### config.mk
export PLATFORM = sky130hd
export DESIGN_NAME = ex_sched_flat
export DESIGN_NICKNAME = d
export VERILOG_FILES = /design/src/rtl/ex_sched_if.sv /design/src/rtl/ex_sched.sv /design/src/flat_wrapper.sv
export SDC_FILE = /design/constraint.sdc
export NUM_CORES = 1
export LEC_CHECK = 0
export ABC_AREA = 1
export CAP_MARGIN = 20
export CORE_AREA = 8 8 169 171
export DETAILED_ROUTE_END_ITERATION = 10
export DIE_AREA = 0 0 177 179
export GPL_TIMING_DRIVEN = 0
export HOLD_SLACK_MARGIN = 0.15
export PLACE_DENSITY_LB_ADDON = 0.12
export SKIP_CTS_REPAIR_TIMING = 1
export SKIP_LAST_GASP = 1
export SYNTH_ARGS = -nofsm -noshare
export SYNTH_HDL_FRONTEND = slang
export SYNTH_SLANG_ARGS = --single-unit
### constraint.sdc
create_clock -name clk -period 1.39 [get_ports clk]
set_input_delay 0.139 -clock clk [delete_from_list [all_inputs] [get_ports clk]]
set_output_delay 0.139 -clock clk [all_outputs]
set_load 0.02 [all_outputs]
### src/rtl/ex_sched_if.sv
// ex_sched_if: the bundle between the decoder/ALU side and the EX scheduler.
//   master : decoder + ALU + MAU side. Drives id_*, pc_load and mau_conflict.
//            Receives id_ready, ex_* and redirect.
//   slave  : ex_sched. Mirror image of master.
// CTRL_W sets the width of the decoded control bundle that is passed through
// to the ALU without being interpreted.
interface ex_sched_if #(
    parameter int CTRL_W = 64
);
    logic              id_valid;
    logic              id_ready;
    logic [CTRL_W-1:0] id_ctrl;
    logic [31:0]       id_imm;
    logic [31:0]       id_pc;
    logic [4:0]        id_rs1;
    logic [4:0]        id_rs2;
    logic [4:0]        id_rd;
    logic              id_rs1en;
    logic              id_rs2en;
    logic              id_rden;
    logic              id_load;

    logic              ex_valid;
    logic [CTRL_W-1:0] ex_ctrl;
    logic [31:0]       ex_imm;
    logic [31:0]       ex_pc;
    logic [4:0]        ex_rd;
    logic              ex_rden;
    logic [1:0]        ex_fwd1;
    logic [1:0]        ex_fwd2;

    logic              pc_load;
    logic              mau_conflict;
    logic              redirect;

    modport master (
        output id_valid, id_ctrl, id_imm, id_pc, id_rs1, id_rs2, id_rd,
               id_rs1en, id_rs2en, id_rden, id_load, pc_load, mau_conflict,
        input  id_ready, ex_valid, ex_ctrl, ex_imm, ex_pc, ex_rd, ex_rden,
               ex_fwd1, ex_fwd2, redirect
    );

    modport slave (
        input  id_valid, id_ctrl, id_imm, id_pc, id_rs1, id_rs2, id_rd,
               id_rs1en, id_rs2en, id_rden, id_load, pc_load, mau_conflict,
        output id_ready, ex_valid, ex_ctrl, ex_imm, ex_pc, ex_rd, ex_rden,
               ex_fwd1, ex_fwd2, redirect
    );
endinterface

### src/rtl/ex_sched.sv
// ex_sched: RV32I execute-stage scheduler.
// Owns the EX pipeline register feeding the combinational ALU, issues from the
// decoder with valid/ready, freezes on MAU conflicts, squashes wrong-path work
// on a taken branch/jump, inserts load-use bubbles, and registers forwarding
// selects (0 regfile, 1 MEM result, 2 WB result) alongside the instruction.
//
// Ports:
//   clk          rising-edge clock
//   reset        asynchronous active-low reset
//   bus          ex_sched_if.slave: id_* in, id_ready out, ex_* out,
//                pc_load / mau_conflict in, redirect out
//   perf_stall   cycles with mau_conflict            (EX_SCHED_PERF_EN only)
//   perf_bubble  load-use bubbles inserted           (EX_SCHED_PERF_EN only)
//   perf_flush   redirects issued                    (EX_SCHED_PERF_EN only)
//
// Build option: define EX_SCHED_PERF_EN to add the three 32-bit counters.
module ex_sched (
    input  logic      clk,
    input  logic      reset,
    ex_sched_if.slave bus
`ifdef EX_SCHED_PERF_EN
    ,
    output logic [31:0] perf_stall,
    output logic [31:0] perf_bubble,
    output logic [31:0] perf_flush
`endif
);

    logic       ex_load;
    // MEM slot of the destination scoreboard. Only "will write rd" matters for
    // forwarding, so valid and rden are folded into one bit. The WB slot needs
    // no storage: the MEM slot seen at issue is exactly what sits in WB once
    // the consumer reaches EX, which is what a select of 2 means.
    logic       mem_wr;
    logic [4:0] mem_rd;

    logic       advance;
    logic       flush;
    logic       loaduse;
    logic       take;
    logic       ex_fwdable;
    logic [1:0] fwd1_nxt;
    logic [1:0] fwd2_nxt;

    assign advance = ~bus.mau_conflict;
    assign flush   = bus.ex_valid & bus.pc_load & advance;
    assign loaduse = bus.id_valid & bus.ex_valid & ex_load & bus.ex_rden &
                     (bus.ex_rd != 5'd0) &
                     ((bus.id_rs1en & (bus.id_rs1 == bus.ex_rd)) |
                      (bus.id_rs2en & (bus.id_rs2 == bus.ex_rd)));

    // A flush consumes and drops the ID instruction, hence ready even when a
    // load-use hazard is also present. Ready is held low while in reset so
    // nothing is considered accepted.
    assign bus.id_ready = reset & advance & (flush | ~loaduse);
    assign bus.redirect = flush;

    assign take       = advance & ~flush & ~loaduse & bus.id_valid;
    // A load in EX has no result yet; that case is a load-use bubble instead.
    assign ex_fwdable = bus.ex_valid & bus.ex_rden & ~ex_load;

    function automatic logic [1:0] fwd_sel(
        input logic       en,
        input logic [4:0] rs,
        input logic       ex_ok,
        input logic [4:0] ex_rd,
        input logic       mem_ok,
        input logic [4:0] mem_rd_i
    );
        logic [1:0] sel;
        sel = 2'd0;
        if (en && rs != 5'd0) begin
            if (ex_ok && ex_rd == rs) begin
                sel = 2'd1;
            end else if (mem_ok && mem_rd_i == rs) begin
                sel = 2'd2;
            end
        end
        return sel;
    endfunction

    always_comb begin
        fwd1_nxt = fwd_sel(bus.id_rs1en, bus.id_rs1, ex_fwdable, bus.ex_rd,
                           mem_wr, mem_rd);
        fwd2_nxt = fwd_sel(bus.id_rs2en, bus.id_rs2, ex_fwdable, bus.ex_rd,
                           mem_wr, mem_rd);
    end

    always_ff @(posedge clk or negedge reset) begin
        if (!reset) begin
            bus.ex_valid <= 1'b0;
            bus.ex_ctrl  <= '0;
            bus.ex_imm   <= '0;
            bus.ex_pc    <= '0;
            bus.ex_rd    <= '0;
            bus.ex_rden  <= 1'b0;
            bus.ex_fwd1  <= 2'd0;
            bus.ex_fwd2  <= 2'd0;
            ex_load      <= 1'b0;
            mem_wr       <= 1'b0;
            mem_rd       <= '0;
        end else if (advance) begin
            // A flushing branch still retires into MEM.
            mem_wr <= bus.ex_valid & bus.ex_rden;
            mem_rd <= bus.ex_rd;
            if (take) begin
                bus.ex_valid <= 1'b1;
                bus.ex_ctrl  <= bus.id_ctrl;
                bus.ex_imm   <= bus.id_imm;
                bus.ex_pc    <= bus.id_pc;
                bus.ex_rd    <= bus.id_rd;
                bus.ex_rden  <= bus.id_rden;
                bus.ex_fwd1  <= fwd1_nxt;
                bus.ex_fwd2  <= fwd2_nxt;
                ex_load      <= bus.id_load;
            end else begin
                // Bubble: clear the payload too so squashed work never shows.
                bus.ex_valid <= 1'b0;
                bus.ex_ctrl  <= '0;
                bus.ex_imm   <= '0;
                bus.ex_pc    <= '0;
                bus.ex_rd    <= '0;
                bus.ex_rden  <= 1'b0;
                bus.ex_fwd1  <= 2'd0;
                bus.ex_fwd2  <= 2'd0;
                ex_load      <= 1'b0;
            end
        end
    end

`ifdef EX_SCHED_PERF_EN
    always_ff @(posedge clk or negedge reset) begin
        if (!reset) begin
            perf_stall  <= '0;
            perf_bubble <= '0;
            perf_flush  <= '0;
        end else begin
            if (bus.mau_conflict) begin
                perf_stall <= perf_stall + 32'd1;
            end
            if (advance && !flush && loaduse) begin
                perf_bubble <= perf_bubble + 32'd1;
            end
            if (flush) begin
                perf_flush <= perf_flush + 32'd1;
            end
        end
    end
`endif

endmodule
### src/flat_wrapper.sv
// flat-port wrapper written by rule: the top's interface ports become plain ports
module ex_sched_flat 
  (clk, reset, bus_id_valid, bus_id_ctrl, bus_id_imm, bus_id_pc, bus_id_rs1, bus_id_rs2, bus_id_rd, bus_id_rs1en, bus_id_rs2en, bus_id_rden, bus_id_load, bus_pc_load, bus_mau_conflict, bus_id_ready, bus_ex_valid, bus_ex_ctrl, bus_ex_imm, bus_ex_pc, bus_ex_rd, bus_ex_rden, bus_ex_fwd1, bus_ex_fwd2, bus_redirect);
  ex_sched_if bus_i ();
  input  logic clk;
  input  logic reset;
  input wire logic [$bits(bus_i.id_valid)-1:0] bus_id_valid;
  input wire logic [$bits(bus_i.id_ctrl)-1:0] bus_id_ctrl;
  input wire logic [$bits(bus_i.id_imm)-1:0] bus_id_imm;
  input wire logic [$bits(bus_i.id_pc)-1:0] bus_id_pc;
  input wire logic [$bits(bus_i.id_rs1)-1:0] bus_id_rs1;
  input wire logic [$bits(bus_i.id_rs2)-1:0] bus_id_rs2;
  input wire logic [$bits(bus_i.id_rd)-1:0] bus_id_rd;
  input wire logic [$bits(bus_i.id_rs1en)-1:0] bus_id_rs1en;
  input wire logic [$bits(bus_i.id_rs2en)-1:0] bus_id_rs2en;
  input wire logic [$bits(bus_i.id_rden)-1:0] bus_id_rden;
  input wire logic [$bits(bus_i.id_load)-1:0] bus_id_load;
  input wire logic [$bits(bus_i.pc_load)-1:0] bus_pc_load;
  input wire logic [$bits(bus_i.mau_conflict)-1:0] bus_mau_conflict;
  output wire logic [$bits(bus_i.id_ready)-1:0] bus_id_ready;
  output wire logic [$bits(bus_i.ex_valid)-1:0] bus_ex_valid;
  output wire logic [$bits(bus_i.ex_ctrl)-1:0] bus_ex_ctrl;
  output wire logic [$bits(bus_i.ex_imm)-1:0] bus_ex_imm;
  output wire logic [$bits(bus_i.ex_pc)-1:0] bus_ex_pc;
  output wire logic [$bits(bus_i.ex_rd)-1:0] bus_ex_rd;
  output wire logic [$bits(bus_i.ex_rden)-1:0] bus_ex_rden;
  output wire logic [$bits(bus_i.ex_fwd1)-1:0] bus_ex_fwd1;
  output wire logic [$bits(bus_i.ex_fwd2)-1:0] bus_ex_fwd2;
  output wire logic [$bits(bus_i.redirect)-1:0] bus_redirect;
  assign bus_i.id_valid = bus_id_valid;
  assign bus_i.id_ctrl = bus_id_ctrl;
  assign bus_i.id_imm = bus_id_imm;
  assign bus_i.id_pc = bus_id_pc;
  assign bus_i.id_rs1 = bus_id_rs1;
  assign bus_i.id_rs2 = bus_id_rs2;
  assign bus_i.id_rd = bus_id_rd;
  assign bus_i.id_rs1en = bus_id_rs1en;
  assign bus_i.id_rs2en = bus_id_rs2en;
  assign bus_i.id_rden = bus_id_rden;
  assign bus_i.id_load = bus_id_load;
  assign bus_i.pc_load = bus_pc_load;
  assign bus_i.mau_conflict = bus_mau_conflict;
  assign bus_id_ready = bus_i.id_ready;
  assign bus_ex_valid = bus_i.ex_valid;
  assign bus_ex_ctrl = bus_i.ex_ctrl;
  assign bus_ex_imm = bus_i.ex_imm;
  assign bus_ex_pc = bus_i.ex_pc;
  assign bus_ex_rd = bus_i.ex_rd;
  assign bus_ex_rden = bus_i.ex_rden;
  assign bus_ex_fwd1 = bus_i.ex_fwd1;
  assign bus_ex_fwd2 = bus_i.ex_fwd2;
  assign bus_redirect = bus_i.redirect;
  ex_sched u_core (.clk(clk), .reset(reset), .bus(bus_i));
endmodule
==> impl_metrics.tcl, run 1 <==
set metrics [dict create \
    status "finished with violations" \
    violations "negative hold slack, negative setup slack" \
    syn-num-nets 893 \
    ir_drop_mv 0.661 \
    ant_nets 0 \
    synth.area.mux_share_pct 0 \
    drtPass1Iterations 4 \
    netlist_instances 741 \
    synth_top_family_by_area "simple AND/OR/NAND/NOR gates" \
    syn_to_final_growth_pct 68.8 \
    numCtsBuffers 17 \
    tritoncts "yes" \
    grt_usage_pct 15.6 \
    post-route-drc-count 0 \
    seq_area_frac_synth_pct 57.6 \
    grt_max_degree 89 \
    p_per_area_mw_per_mm2 1090 \
    vias 5960 \
    die_w_um 177 \
    layout.nets 1207 \
    grt_setup_unrepaired "yes" \
    critPathMaxFanout 5 \
    vias_per_cell 4.25 \
    clk_pin_slew_ns 0.07 \
    netlist_area_mm2 0.00634 \
    insertion_delay_ns 0.42 \
    setup_viol 141 \
    drv_cap 0 \
    slew_headroom_pct 56.0 \
    gr-total-overflow 0 \
    dieArea_mm2 0.0317 \
    total_power_uw 11700 \
    regArea_mm2 0.00366 \
    multiInputGateArea_mm2 0.00233 \
    startpoint_type "register" \
    crit_arrival_ns 1.76 \
    avgSynthCellArea_um2 8.55 \
    fmax_mhz 527 \
    coreArea_mm2 0.0258 \
    fin_skew_ns 0.0138 \
    fin_crit_sh_pct 137 \
    synth-xor-area-share_pct 0.967 \
    nFillCells 2611 \
    place.gp.congestion 0.847 \
    worstSetupEndpointType "output pin" \
    cts.htree.levels 4 \
    grt_pass1_vias 6344 \
    p_leak_uw 0.00710 \
    dp_hpwl_um 18400 \
    worst_pin_slew_ns 0.660 \
    synthSimpleGateAreaFrac_pct 34.8 \
    critPathKind "reg -> out" \
    drt-total-wl_um 24900 \
    preCtsSetupSlack_ns -0.763 \
    synthAdderAreaFrac_pct 0 \
    grt_pass1_wl_um 37800 \
    diodes 0 \
    start_util_pct 24.6 \
    port_buffers 291 \
    cts_root_buffer "clkbuf_16" \
    drv_slew 0 \
    clock_path_buffers 2 \
    rows 59 \
    ys_types 20 \
    post-route-worst-setup-slack_ns -0.508 \
    drive_gt1_share_pct 9.65 \
    ys_ff_latch 146 \
    die_y_um 179 \
    cts_sinks 146 \
    whs_ns -0.365 \
    hold_class "in -> async" \
    synth_compound_area_share_pct 0.632 \
    crit_required_ns 1.25 \
    design_area_mm2 0.0107 \
    boundaryPins 293 \
    initialDrtViolationCount 268 \
    avgRoutedWirePerCell_um 17.7 \
    reg2reg_depth 10 \
    yosysWarnings 0 \
    antenna_found_initial 0 \
    hold_viol_final 59 \
    min_period_ns 1.90 \
    placed_area_mm2 0.00971 \
]
==> cell type report <==
class | instances | area share, %
clock inverters | 12 | 1.24
well taps | 335 | 3.92
flip-flops and latches | 146 | 34.2
clock buffers | 19 | 4.05
plain buffers | 48 | 2.90
multi-input cells | 523 | 21.8
inverters | 24 | 0.865
repair buffers | 295 | 31.0
==> power by group <==
group          switching, µW  leakage (µW)  internal (µW)  total [µW]
combinational           1200       0.00491           1100        2310
sequential               198       0.00192           4580        4780
clock                   1920      0.000270           2650        4570
==> flip-flops by register name, indices dropped and copies added (netlist names) <==
| name | flops |
|---|---|
| u_core.bus.ex_ctrl | 64 |
| u_core.bus.ex_imm | 32 |
| u_core.bus.ex_pc | 32 |
| u_core.bus.ex_rd | 5 |
| u_core.mem_rd | 5 |
| u_core.bus.ex_fwd1 | 2 |
| u_core.bus.ex_fwd2 | 2 |
| u_core.bus.ex_rden | 1 |
| u_core.bus.ex_valid | 1 |
| u_core.ex_load | 1 |
| u_core.mem_wr | 1 |
==> cell families after synthesis <==
group                  after synthesis
AND/OR/NAND/NOR                    508
AO/OA/AOI/OAI                        8
XOR/XNOR                             7
flip-flops                         146
buffers and inverters               72
==> cells in the mapped netlist <==
master    count  area share, %
a21oi_1       2           0.16
and3_1        1          0.099
buf_1         1          0.059
buf_2        15            1.2
buf_4         2           0.24
buf_6        11            2.0
clkbuf_1     19            1.1
dfrtp_1     146             58
inv_1        20            1.2
inv_2         4           0.24
nand2_1     337             20
nand2_2       1          0.099
nand3_1     126            9.9
nand3_2      20            3.2
nand4_1       3           0.30
nor2_1       18            1.1
nor3_1        2           0.16
o21ai_0       6           0.47
xnor2_1       6           0.83
xor2_1        1           0.14
==> through the flow <==
step           instances  hold WS [ns]  util, %  setup TNS (ns)
6_report            1402        -0.365     41.5          -57.62
4_1_cts             1399        -0.355     39.9          -76.78
2_1_floorplan        741        -0.157        -           -8.60
5_1_grt             1402        -0.339     41.5          -77.85
3_3_place_gp        1367         0.461     37.6        -1041.13
3_5_place_dp        1368         0.108     37.7          -82.60
==> final timing paths <==
check | startpoint | endpoint | slack (ns)
worst min register to register | u_core.bus.ex_imm[20] | u_core.bus.ex_imm[20] | 0.47
min in group clk | bus_id_rd[4] | u_core.bus.ex_rd[4] | 0.27
max in group asynchronous | reset | u_core.bus.ex_imm[15] | 0.90
worst max register to register | u_core.bus.ex_rd[1] | u_core.bus.ex_fwd2[1] | -0.46
worst min-delay path | reset | u_core.bus.ex_imm[27] | -0.37
worst max-delay path | u_core.bus.ex_rd[1] | bus_id_ready | -0.51
==> cell usage in the layout (no fill, tap or decap), types with 4 or more instances in the layout <==
master / count
inv_2: 4
clkbuf_1: 20
nand3_1: 125
nand3_2: 21
nor2_2: 4
buf_4: 7
clkbuf_16: 17
inv_1: 19
nor2_1: 14
buf_6: 10
dfrtp_1: 141
xnor2_1: 6
buf_2: 12
clkdlybuf4s50_1: 149
dfrtp_2: 5
nand2_1: 334
dlymetal6s2s_1: 139
o21ai_0: 6
==> routing by layer <==
layer,global-route usage [%],share of wire [%],up-vias
met4,3.99,1.1,0
met5,0,0,-
met3,6.07,8.8,14
met1,19.1,42,2783
li1,-,-,2976
met2,25.3,48,187
==> worst max-delay path: stages, from the launching register on <==
cell and delay, ns:
dfrtp_2 0.45, xor2_1 0.17, nor2_1 0.18, nand4_1 0.13, nand2_2 0.10, nand3_2 0.06, nand2_2 0.09, inv_2 0.04
buf_6 0.12
Power figures use the tool's default switching activity.
==> inputs of run 2 (changes only) <==
==> constraint.sdc (replaced) <==
create_clock -name clk -period 1.39 [get_ports clk]
set_input_delay 0.139 -clock clk [delete_from_list [all_inputs] [get_ports clk]]
set_output_delay 0.139 -clock clk [all_outputs]
set_load 0.01 [all_outputs]
==> impl_metrics.tcl, run 2 (same netlist as run 1, synthesis figures left out) <==
set metrics [dict create \
    status "finished with violations" \
    violations "negative hold slack, negative setup slack" \
    critPathBufInv 5 \
    crit_chain "inv_4 > buf_12 > nand4_1 > o21ai_0 > inv_1 > nand3_2 > nand2_2 > inv_2 > buf_6" \
    initialDrtViolationCount 266 \
    boundaryPins 293 \
    grt_setup_unrepaired "yes" \
    numCtsBuffers 17 \
    grt_usage_pct 15.5 \
    worst_pin_slew_ns 0.693 \
    fmax_mhz 548 \
    syn_to_final_growth_pct 71.1 \
    dieArea_mm2 0.0317 \
    ir_drop_mv 0.559 \
    final_cell_mix "nand2_1 (330), clkdlybuf4s50_1 (149), dfrtp_1 (140)" \
    largest_reg_flops 64 \
    hold_class "in -> async" \
    layout_commonest_cell "nand2_1" \
    startpoint_type "register" \
    worstSetupEndpointType "output pin" \
    critPathMaxFanout 5 \
    crit_required_ns 1.25 \
    layout.nets 1214 \
    slew_headroom_pct 53.8 \
    slowest_delay_ns 0.45 \
    min_period_ns 1.83 \
    start_util_pct 24.6 \
    placed_area_mm2 0.00971 \
    hold_viol_final 71 \
    cts.htree.levels 4 \
    port_buffers 291 \
    critPathSlowestCell "dfrtp_2" \
    cts_sinks 146 \
    dp_hpwl_um 18400 \
    grt_max_degree 76 \
    drtPass1Iterations 5 \
    gr-total-overflow 0 \
    vias_per_cell 4.28 \
    drv_cap 0 \
    critPathKind "reg -> out" \
    drt-total-wl_um 24800 \
    crit_arrival_ns 1.69 \
    path_delay_family "flip-flops" \
    ant_nets 0 \
    setup_tns_ns -38.02 \
    top_register "u_core.bus.ex_ctrl" \
    post-route-drc-count 0 \
    coreArea_mm2 0.0258 \
    die_w_um 177 \
    grt_pass1_vias 6258 \
    clock_path_buffers 2 \
    clk_pin_slew_ns 0.07 \
    place.gp.congestion 0.845 \
    rows 59 \
    insertion_delay_ns 0.44 \
    design_area_mm2 0.0108 \
    drive_gt1_share_pct 11.3 \
    whs_ns -0.324 \
    diodes 0 \
    cts_root_buffer "clkbuf_16" \
    grt_pass1_wl_um 37500 \
    avgRoutedWirePerCell_um 17.6 \
    vias 6029 \
    die_y_um 179 \
    fin_skew_ns 0.0205 \
    setup_viol 141 \
    p_leak_uw 0.00717 \
    post-route-worst-setup-slack_ns -0.435 \
    drv_slew 0 \
    reg.largest.list "u_core.bus.ex_ctrl (64), u_core.bus.ex_imm (32), u_core.bus.ex_pc (32)" \
    antenna_found_initial 1 \
    fin_crit_sh_pct 131 \
    tritoncts "yes" \
    p_per_area_mw_per_mm2 1070 \
]
run 2: per-stage QoR:
step           power [µW]  utilization [%]  hold WS (ns)  std cells  worst slack [ns]
2_1_floorplan        5540                -        -0.157        741           -0.0570
3_3_place_gp         6990             37.6         0.462       1367             -7.14
3_5_place_dp         7000             37.7         0.164       1368            -0.680
4_1_cts             11800             40.0        -0.306       1400            -0.919
5_1_grt             12100             42.1        -0.296       1410            -0.548
6_report            11600             42.1        -0.324       1410            -0.435
run 2: path summary, 6_finish.rpt:
kind                                            start                      to  slack, ns  cells past startpoint
worst max-delay path              u_core.bus.ex_rd[2]            bus_id_ready      -0.44                      9
worst min-delay path                            reset   u_core.bus.ex_imm[27]      -0.32                      1
worst max register to register    u_core.bus.ex_rd[2]   u_core.bus.ex_fwd2[1]      -0.34                     10
worst min register to register  u_core.bus.ex_imm[12]   u_core.bus.ex_imm[12]       0.47                      2
max in group asynchronous                       reset   u_core.bus.ex_imm[21]       0.90                      2
min in group clk                      bus_id_ctrl[31]  u_core.bus.ex_ctrl[31]       0.25                      3
run 2: routing by layer:
metal  GRT usage, %  wire length (µm)  vias up
met5              0                 9        -
met4           3.29               153        2
met3           7.16              2270       12
met2           25.2             12000      181
met1           18.6             10300     2836
li1               -                 -     2998
run 2: cell type report:
cell class                 instances  area, µm²
buffer                            48        343
multi-input combinational        523       2360
inverter                          24       95.1
tap                              335        419
fill                            2609      14900
clock inverter                    15        158
clock buffer                      17        425
timing repair buffer             302       3380
sequential                       146       3660
run 2: report_power, final:
part / internal (µW) / total [µW] / leakage, µW / switching [µW]
Sequential: 4580 / 4780 / 0.00192 / 202
Combinational: 1120 / 2090 / 0.00497 / 968
Clock: 2550 / 4680 / 0.000276 / 2130
==> inputs of run 3 (changes only) <==
--- a/config.mk
+++ b/config.mk
@@ -7,9 +7,9 @@
 export LEC_CHECK = 0
 export ABC_AREA = 1
 export CAP_MARGIN = 20
-export CORE_AREA = 8 8 169 171
+export CORE_AREA = 8 8 135 137
 export DETAILED_ROUTE_END_ITERATION = 10
-export DIE_AREA = 0 0 177 179
+export DIE_AREA = 0 0 143 145
 export GPL_TIMING_DRIVEN = 0
 export HOLD_SLACK_MARGIN = 0.15
 export PLACE_DENSITY_LB_ADDON = 0.12
==> constraint.sdc (replaced) <==
create_clock -name clk -period 2.1 [get_ports clk]
set_input_delay 0.21 -clock clk [delete_from_list [all_inputs] [get_ports clk]]
set_output_delay 0.21 -clock clk [all_outputs]
set_load 0.01 [all_outputs]
==> impl_metrics.tcl, run 3 (same netlist as run 1, synthesis figures left out) <==
set metrics [dict create \
    avgRoutedWirePerCell_um 17.1 \
    cts_root_buffer "clkbuf_16" \
    initialDrtViolationCount 273 \
    nFillCells 1372 \
    drv_slew 0 \
    boundaryPins 293 \
    largest_reg_flops 64 \
    violations "negative hold slack" \
    place.gp.congestion 0.921 \
    drv_cap 0 \
    design_area_mm2 0.0102 \
    drtPass1Iterations 5 \
    start_util_pct 39.2 \
    dieArea_mm2 0.0207 \
    port_buffers 291 \
    antenna_found_initial 0 \
    crit_arrival_ns 1.74 \
    p_clk_share_pct 40.5 \
    power.share.switching_pct 25.9 \
    grt_usage_pct 21.6 \
    fmax_mhz 513 \
    critPathMaxFanout 5 \
    die_y_um 145 \
    clk_pin_slew_ns 0.06 \
    post-route-drc-count 0 \
    ant_nets 0 \
    cts_sinks 146 \
    hold_viol_final 67 \
    layout_commonest_cell "nand2_1" \
    worstSetupEndpointType "output pin" \
    rows 47 \
    top_register "u_core.bus.ex_ctrl" \
    final_cell_mix "nand2_1 (335), clkdlybuf4s50_1 (289), dfrtp_1 (144)" \
    coreArea_mm2 0.0162 \
    setup_viol 0 \
    p_int_uw 5660 \
    tritoncts "yes" \
    layout.nets 1204 \
    placed_area_mm2 0.00956 \
    fin_crit_sh_pct 92.9 \
    critPathKind "reg -> out" \
    slew_headroom_pct 55.7 \
    vias 6039 \
    clock_path_buffers 2 \
    whs_ns -0.215 \
    status "finished with violations" \
    vias_per_cell 4.70 \
    die_w_um 143 \
    crit_required_ns 1.89 \
    drt-total-wl_um 22000 \
    hold_class "in -> async" \
    worst_pin_slew_ns 0.665 \
    drive_gt1_share_pct 8.74 \
    fin_skew_ns 0.0101 \
    p_per_area_mw_per_mm2 752 \
    ir_drop_mv 0.532 \
    p_leak_uw 0.00497 \
    final_cells 1284 \
    grt_pass1_wl_um 34500 \
    pwr-share-comb_pct 18.0 \
    setup_tns_ns 0 \
    syn_to_final_growth_pct 60.4 \
    numCtsBuffers 17 \
    startpoint_type "register" \
    cts.htree.levels 4 \
    power_frac_seq_pct 41.5 \
    dp.cells 1253 \
    gr-total-overflow 0 \
    reg2reg_depth 7 \
    min_period_ns 1.95 \
    p_switching_uw 1980 \
    grt_max_degree 80 \
    insertion_delay_ns 0.43 \
    diodes 0 \
    grt_pass1_vias 6157 \
    reg.largest.list "u_core.bus.ex_ctrl (64), u_core.bus.ex_imm (32), u_core.bus.ex_pc (32)" \
    grt_setup_unrepaired "no" \
    dp_hpwl_um 16400 \
]
[run 3: per-layer routing]
metal / vias to the layer above / share of wire [%] / global-route usage (%)
li1: 2968 / - / -
met1: 2844 / 40 / 25.5
met2: 201 / 50 / 35.5
met3: 26 / 8.4 / 8.10
met4: 0 / 1.8 / 6.59
met5: - / 0 / 0
[run 3: worst max-delay path: stages (launching register included)]
cell and delay, ns:
dfrtp_2 0.46, xor2_2 0.19, nor2_2 0.15, nand4_1 0.11
nand2_2 0.10, nand3_1 0.08, nand2_2 0.08, inv_1 0.04
clkbuf_2 0.12
[run 3: area by class of cell]
class | count | area (µm²) | share of cell area (%)
buffer | 48 | 289 | 2.84
clock buffer | 19 | 433 | 4.26
clock inverter | 12 | 160 | 1.58
inverter | 24 | 90.1 | 0.886
multi-input combinational | 523 | 2330 | 22.9
sequential | 146 | 3660 | 36.0
tap | 220 | 275 | 2.71
timing repair buffer | 292 | 2940 | 28.9
[run 3: path summary, 6_finish.rpt]
| kind | slack [ns] | end | startpoint |
|---|---|---|---|
| min in group clk | 0.20 | u_core.mem_rd[4] | bus_mau_conflict |
| worst max-delay path | 0.15 | bus_id_ready | u_core.bus.ex_rd[1] |
| worst max register to register | 0.36 | u_core.bus.ex_imm[15] | u_core.bus.ex_valid |
| worst min-delay path | -0.22 | u_core.bus.ex_pc[2] | reset |
| max in group asynchronous | 1.48 | u_core.bus.ex_ctrl[62] | reset |
| worst min register to register | 0.48 | u_core.bus.ex_imm[6] | u_core.bus.ex_imm[6] |
[run 3: stage by stage]
| stage | hold WS, ns | power [µW] | setup WS, ns | util (%) |
|---|---|---|---|---|
| finish | -0.215 | 7640 | 0.150 | 62.9 |
| global route | -0.175 | 7990 | 0.0161 | 62.9 |
| CTS | -0.199 | 7720 | -0.253 | 62.8 |
| detailed placement | 0.266 | 4600 | -0.0848 | 59.1 |
| global placement | 0.461 | 4590 | -5.37 | 58.9 |
| floorplan | -0.0856 | 3660 | 0.630 | - |
[run 3: power by group through the flow]
stage | Clock, µW | Sequential [µW] | Combinational, µW
floorplan | 0 | 3310 | 356
global placement | 0 | 3210 | 1370
detailed placement | 0 | 3210 | 1390
CTS | 3150 | 3170 | 1390
global route | 3300 | 3200 | 1500
finish | 3100 | 3170 | 1370
